===== src/rtl/wb_master_seq.sv =====
// Wishbone classic-cycle self-test master: writes an arithmetic pattern over a
// contiguous slave range, reads it back, and reports failures on ports.
module wb_master_seq #(
  parameter int BASE_ADDRESS = 0,
  parameter int DATA_WIDTH   = 32,
  parameter int ADDR_WIDTH   = 16,
  parameter int DATA_COUNT   = 16,
  parameter int AU_IN_DATA   = 1,
  parameter logic [DATA_WIDTH-1:0] PATTERN_SEED = '0,
  parameter logic [DATA_WIDTH-1:0] PATTERN_STEP = DATA_WIDTH'(32'h1111_1111),
  parameter int TIMEOUT      = 255,
  localparam int CNT_WIDTH   = (DATA_COUNT > 1) ? $clog2(DATA_COUNT) : 1
) (
  input  logic                  clk,
  input  logic                  rst,
  input  logic                  start,
  input  logic                  mode,
  output logic                  done,
  output logic                  busy,
  output logic                  error,
  output logic                  timeout,
  output logic [CNT_WIDTH+1:0]  err_count,
  output logic [ADDR_WIDTH-1:0] err_adr,
  output logic                  cyc_o,
  output logic                  stb_o,
  output logic                  we_o,
  output logic [ADDR_WIDTH-1:0] adr_o,
  output logic [DATA_WIDTH-1:0] dat_o,
  input  logic [DATA_WIDTH-1:0] dat_i,
  input  logic                  ack_i,
  input  logic                  err_i
);

  localparam logic [2:0] S_IDLE  = 3'd0;
  localparam logic [2:0] S_WREQ  = 3'd1;
  localparam logic [2:0] S_WWAIT = 3'd2;
  localparam logic [2:0] S_RREQ  = 3'd3;
  localparam logic [2:0] S_RWAIT = 3'd4;

  localparam int TW = (TIMEOUT > 0) ? $clog2(TIMEOUT + 1) : 1;
  localparam logic [TW-1:0]         TO_LAST = TW'(TIMEOUT - 1);
  localparam logic [CNT_WIDTH-1:0]  LAST    = CNT_WIDTH'(DATA_COUNT - 1);
  localparam logic [ADDR_WIDTH-1:0] BASE    = ADDR_WIDTH'(BASE_ADDRESS);
  localparam logic [ADDR_WIDTH-1:0] STRIDE  = ADDR_WIDTH'(AU_IN_DATA);

  logic [2:0]            state;
  logic                  mode_r, start_old;
  logic [CNT_WIDTH-1:0]  idx;
  logic [DATA_WIDTH-1:0] pat;
  logic [ADDR_WIDTH-1:0] adr;
  logic [TW-1:0]         tcnt;
  logic                  waiting, term, to_hit, fail;

  // pat/adr track pat(idx)/addr(idx) incrementally alongside the index
  always_comb begin
    waiting = (state == S_WWAIT) || (state == S_RWAIT);
    term    = waiting && (ack_i || err_i);
    to_hit  = waiting && !term && (TIMEOUT != 0) && (tcnt == TO_LAST);
    fail    = to_hit || (term && (err_i || ((state == S_RWAIT) && (dat_i != pat))));
  end

  always_ff @(posedge clk or negedge rst) begin
    if (!rst) begin
      state     <= S_IDLE;
      mode_r    <= 1'b0;
      start_old <= 1'b0;
      idx       <= '0;
      pat       <= '0;
      adr       <= '0;
      tcnt      <= '0;
      done      <= 1'b0;
      busy      <= 1'b0;
      error     <= 1'b0;
      timeout   <= 1'b0;
      err_count <= '0;
      err_adr   <= '0;
      cyc_o     <= 1'b0;
      stb_o     <= 1'b0;
      we_o      <= 1'b0;
      adr_o     <= '0;
      dat_o     <= '0;
    end else begin
      start_old <= start;
      if (fail) begin
        error <= 1'b1;
        if (err_count != '1) err_count <= err_count + 1'b1;
        if (!error) err_adr <= adr_o;
      end
      case (state)
        S_IDLE: begin
          if (!start && start_old) begin
            state     <= S_WREQ;
            mode_r    <= mode;
            idx       <= '0;
            pat       <= PATTERN_SEED;
            adr       <= BASE;
            busy      <= 1'b1;
            done      <= 1'b0;
            error     <= 1'b0;
            timeout   <= 1'b0;
            err_count <= '0;
            err_adr   <= '0;
          end
        end
        S_WREQ: begin
          cyc_o <= 1'b1;
          stb_o <= 1'b1;
          we_o  <= 1'b1;
          dat_o <= pat;
          adr_o <= adr;
          tcnt  <= '0;
          state <= S_WWAIT;
        end
        S_RREQ: begin
          cyc_o <= 1'b1;
          stb_o <= 1'b1;
          we_o  <= 1'b0;
          adr_o <= adr;
          tcnt  <= '0;
          state <= S_RWAIT;
        end
        S_WWAIT, S_RWAIT: begin
          if (term || to_hit) begin
            cyc_o <= 1'b0;
            stb_o <= 1'b0;
            we_o  <= 1'b0;
          end
          if (to_hit) begin
            timeout <= 1'b1;
            busy    <= 1'b0;
            done    <= 1'b1;
            state   <= S_IDLE;
          end else if (!term) begin
            tcnt <= tcnt + 1'b1;
          end else if (state == S_WWAIT) begin
            if (!mode_r) begin
              state <= S_RREQ;
            end else if (idx == LAST) begin
              // block mode: rewind to word 0 for the read-back pass
              idx   <= '0;
              pat   <= PATTERN_SEED;
              adr   <= BASE;
              state <= S_RREQ;
            end else begin
              idx   <= idx + 1'b1;
              pat   <= pat + PATTERN_STEP;
              adr   <= adr + STRIDE;
              state <= S_WREQ;
            end
          end else if (idx == LAST) begin
            busy  <= 1'b0;
            done  <= 1'b1;
            state <= S_IDLE;
          end else begin
            idx   <= idx + 1'b1;
            pat   <= pat + PATTERN_STEP;
            adr   <= adr + STRIDE;
            state <= mode_r ? S_RREQ : S_WREQ;
          end
        end
        default: begin
          state <= S_IDLE;
          cyc_o <= 1'b0;
          stb_o <= 1'b0;
          we_o  <= 1'b0;
        end
      endcase
    end
  end

endmodule


===== config.mk =====
export PLATFORM = sky130hd
export DESIGN_NAME = wb_master_seq
export DESIGN_NICKNAME = d
export VERILOG_FILES = /design/src/rtl/wb_master_seq.sv
export SDC_FILE = /design/constraint.sdc
export NUM_CORES = 1
export LEC_CHECK = 0
export ABC_AREA = 0
export CAP_MARGIN = 5
export CORE_MARGIN = 4
export CORE_UTILIZATION = 54
export DETAILED_ROUTE_END_ITERATION = 6
export PLACE_DENSITY = 0.83
export SETUP_SLACK_MARGIN = 0.02
export SYNTH_ARGS = -nofsm -noshare
export SYNTH_HDL_FRONTEND = slang
export SYNTH_SLANG_ARGS = --single-unit

===== constraint.sdc =====
create_clock -name clk -period 3 [get_ports clk]
set_clock_uncertainty 0.15 [all_clocks]
set_input_delay 0.3 -clock clk [delete_from_list [all_inputs] [get_ports clk]]
set_output_delay 0.3 -clock clk [all_outputs]
set_load 0.05 [all_outputs]

==> results.py <==
metrics = {
    "power_and_ir_drop": {
        "finalPower_mw": 7.28,
        "p_sw_mw": 2.99,
        "p_clk_frac": 0.272,
        "leakagePower_nw": 4.04,
        "ir_drop_mv": 0.533,
        "p_seq_frac": 0.350,
        "p_per_area_nw_per_um2": 802,
        "power_frac_comb": 0.378,
        "switching_share": 0.410,
        "intPower_mw": 4.30,
    },
    "logic_synthesis": {
        "synth_area_per_cell_um2": 9.56,
        "netlist_top_cells_count": "141 x dfrtp_1, 97 x nand2_1, 88 x o21ai_0, 46 x nand3_1, 45 x nor2_1",
        "ys_ff_latch": 141,
        "synth_ff_type": "dfrtp_1",
        "synth_top_cell_area_share": 0.494,
        "synthSimpleGateAreaFrac": 0.175,
        "yosysTopAreaCell": "dfrtp_1",
        "synth_compound_area_frac": 0.182,
        "synth-async-reset-ratio": 1.00,
        "synthTopCellsByArea": "dfrtp_1 49%, o21ai_0 6.2%, nand2_1 5.1%",
        "muxShareOfSynthArea": 0.0561,
        "synth-seq-area-share": 0.494,
        "synth_top_family_by_area": "compound AO/OA/AOI/OAI gates",
        "synth_cell_types": 66,
        "synthCells": 747,
        "synth_xor_xnor_area_share": 0.0429,
        "synth_adder_area_share": 0.0105,
        "syn_nets": 791,
        "yosys_warnings": 0,
        "synth_edf_count": 0,
        "syn-cell-area_um2": 7140,
        "synthMostInstantiatedCell": "dfrtp_1",
    },
    "floorplan": {
        "die_w_um": 123,
        "pin_count": 115,
        "die_area_um2": 15100,
        "start_util": 0.559,
        "core_area_um2": 12800,
        "core.rowCount": 41,
        "die_h_um": 123,
    },
    "placement": {
        "hpwl_mm": 13.1,
        "dp_cells": 1007,
        "io_buffers": 114,
        "gp_congestion": 0.932,
    },
    "finish": {
        "fin_cells": 1040,
        "diodes": 0,
        "finish.net_count": 899,
        "fill_cells": 872,
        "area_delta_synth_final_pct": 27.2,
        "drive_gt1_frac": 0.135,
    },
    "clocking": {
        "cts_buffers": 17,
        "cts_tree": "built",
        "h-tree-depth": 4,
        "clock_latency_ns": 0.43,
        "cts_root_buf": "clkbuf_16",
        "cts_max_path_buffers": 2,
        "clkSlewWorstSetupHoldPaths_ns": 0.06,
        "clock-sinks": 141,
    },
    "timing": {
        "max_freq_ghz": 0.383,
        "finalSetupTns_ns": 0,
        "slew_violations": 0,
        "max-slew-margin-rel": 0.549,
        "hold_viol": 0,
        "timing.final.crit_share": 0.871,
        "fin_crit_ns": 2.61,
        "worst_pin_slew_ns": 0.676,
        "finalSetupViolations": 0,
        "rsz0062_at_grt": "no",
    },
    "routing": {
        "drt-pass1-iter-count": 5,
        "antenna_left": 0,
        "postRouteWirelength_mm": 18.9,
        "vias": 6199,
        "vias_per_cell": 5.96,
        "drcViolationCount": 0,
        "wl_per_cell_um": 18.2,
        "drt_iter0_markers": 671,
    },
    "job": {
        "cap_violations": 0,
    },
    "worst_setup_path": {
        "required_ns": 3.18,
        "cp-end-kind": "register",
        "crit_path_start_kind": "register",
        "cp_max_fo": 37,
        "arrival_ns": 2.80,
        "crit_type": "register to register",
    },
    "grt": {
        "grtUsageTotal": 0.264,
        "grt_remaining_overflow": 0,
        "antenna_found_initial": 0,
        "grt_pass1_wl_mm": 31.0,
        "grt_pass1_vias": 6016,
        "grt_max_degree": 71,
    },
    "min_path": {
        "hold_path_class": "primary input to register",
    },
    "status": {
        "outcome": "finished clean",
    },
}
-- layer usage --
| metal | track usage | wire length, um | vias up |
|---|---|---|---|
| met3 | 0.0654 | 1660 | 25 |
| met1 | 0.360 | 7990 | 2978 |
| met5 | 0 | 0 | - |
| met2 | 0.420 | 9040 | 308 |
| met4 | 0.0803 | 222 | 0 |
| li1 | - | - | 2888 |
-- power groups by stage --
stage / sequential [mW] / clock, mW / combinational [mW]
5_1_grt: 2.59 / 2.09 / 2.97
6_report: 2.55 / 1.98 / 2.76
3_5_place_dp: 2.57 / 0 / 2.72
4_1_cts: 2.54 / 2.01 / 2.75
2_1_floorplan: 2.99 / 0 / 1.31
3_3_place_gp: 2.55 / 0 / 2.67
-- cells in the final DEF, fill, tap and decap left out, types with 3 or more instances in the layout --
| cell type | instances |
|---|---|
| nand3_1 | 46 |
| inv_6 | 3 |
| buf_4 | 21 |
| buf_12 | 4 |
| inv_1 | 15 |
| nand2_1 | 97 |
| clkbuf_1 | 3 |
| clkdlybuf4s50_1 | 113 |
| o21ai_2 | 3 |
| nand4_1 | 9 |
| ha_1 | 6 |
| a21oi_1 | 34 |
| and3_1 | 13 |
| a211oi_1 | 3 |
| o21a_1 | 3 |
| a21bo_2 | 16 |
| o31ai_1 | 10 |
| nor4_1 | 13 |
| a31oi_1 | 8 |
| clkinvlp_4 | 3 |
| clkinv_4 | 3 |
| clkbuf_16 | 17 |
| nor3_1 | 9 |
| nand2b_1 | 4 |
| nand3b_1 | 3 |
| xor2_1 | 35 |
| mux2_2 | 32 |
| o2bb2ai_1 | 6 |
| and2_1 | 6 |
| o21ai_0 | 86 |
| nor2_1 | 44 |
| mux2i_1 | 4 |
| or3_1 | 4 |
| dfrtp_1 | 141 |
-- flip-flops by register name, summed over array words and instances (netlist names) --
name	flops
error	1
tcnt	8
err_count	6
busy	1
adr	16
idx	4
mode_r	1
timeout	1
state	3
stb_o	1
done	1
pat	32
start_old	1
adr_o	16
we_o	1
dat_o	32
err_adr	16
-- path summary, 6_finish.rpt --
check / from / end / cells after the start / slack, ns
worst max-delay path: state[2] / pat[22] / 9 / 0.39
worst min-delay path: start / start_old / 1 / 0.19
worst max register to register: state[2] / pat[22] / 9 / 0.39
worst min register to register: busy / busy / 2 / 0.35
max in group asynchronous: rst / we_o / 3 / 1.61
min in group asynchronous: rst / done / 2 / 0.32
-- cells by family after synthesis --
group | after synthesis
buffers and inverters | 66
DFF | 141
muxes | 36
AOI/OAI and AO/OA | 203
adders and majority gates | 6
and+or+nand+nor | 260
xor gates and xnor gates | 35
-- through the flow --
step | hold WS (ns) | setup WS (ns) | area, um^2 | utilization
4_1_cts | 0.181 | 0.395 | 9090 | 0.711
3_5_place_dp | 0.217 | 0.207 | 8520 | 0.667
6_report | 0.194 | 0.388 | 9090 | 0.711
2_1_floorplan | -0.146 | 0.566 | 7140 | -
3_3_place_gp | 0.209 | 0.294 | 8520 | 0.667
5_1_grt | 0.196 | 0.200 | 9090 | 0.711
-- worst max-delay path, stage by stage (launching register included) --
cell     delay (ns)
dfrtp_1        0.37
buf_4          0.18
xor2_1         0.19
and2_1         0.38
o21ai_2        0.15
buf_4          0.30
nor3_2         0.15
buf_4          0.32
nand3_1        0.11
o21ai_0        0.21
-- repair_timing --
item | 4_1_cts | 5_1_grt
buffers inserted | 0 | 0
hold buffers | 1 | 0
gates resized for setup | 0 | 0
endpoints found under the hold margin | 68 | 0
-- final cells by class --
class / count / area [um^2] / share of cell area
multi-input combinational: 540 / 3340 / 0.368
clock inverter: 12 / 115 / 0.0127
clock buffer: 20 / 437 / 0.0481
inverter: 15 / 56.3 / 0.00620
timing repair buffer: 140 / 1390 / 0.153
tap: 172 / 215 / 0.0237
sequential: 141 / 3530 / 0.388
Note: power is estimated with default switching activity, not from simulation.
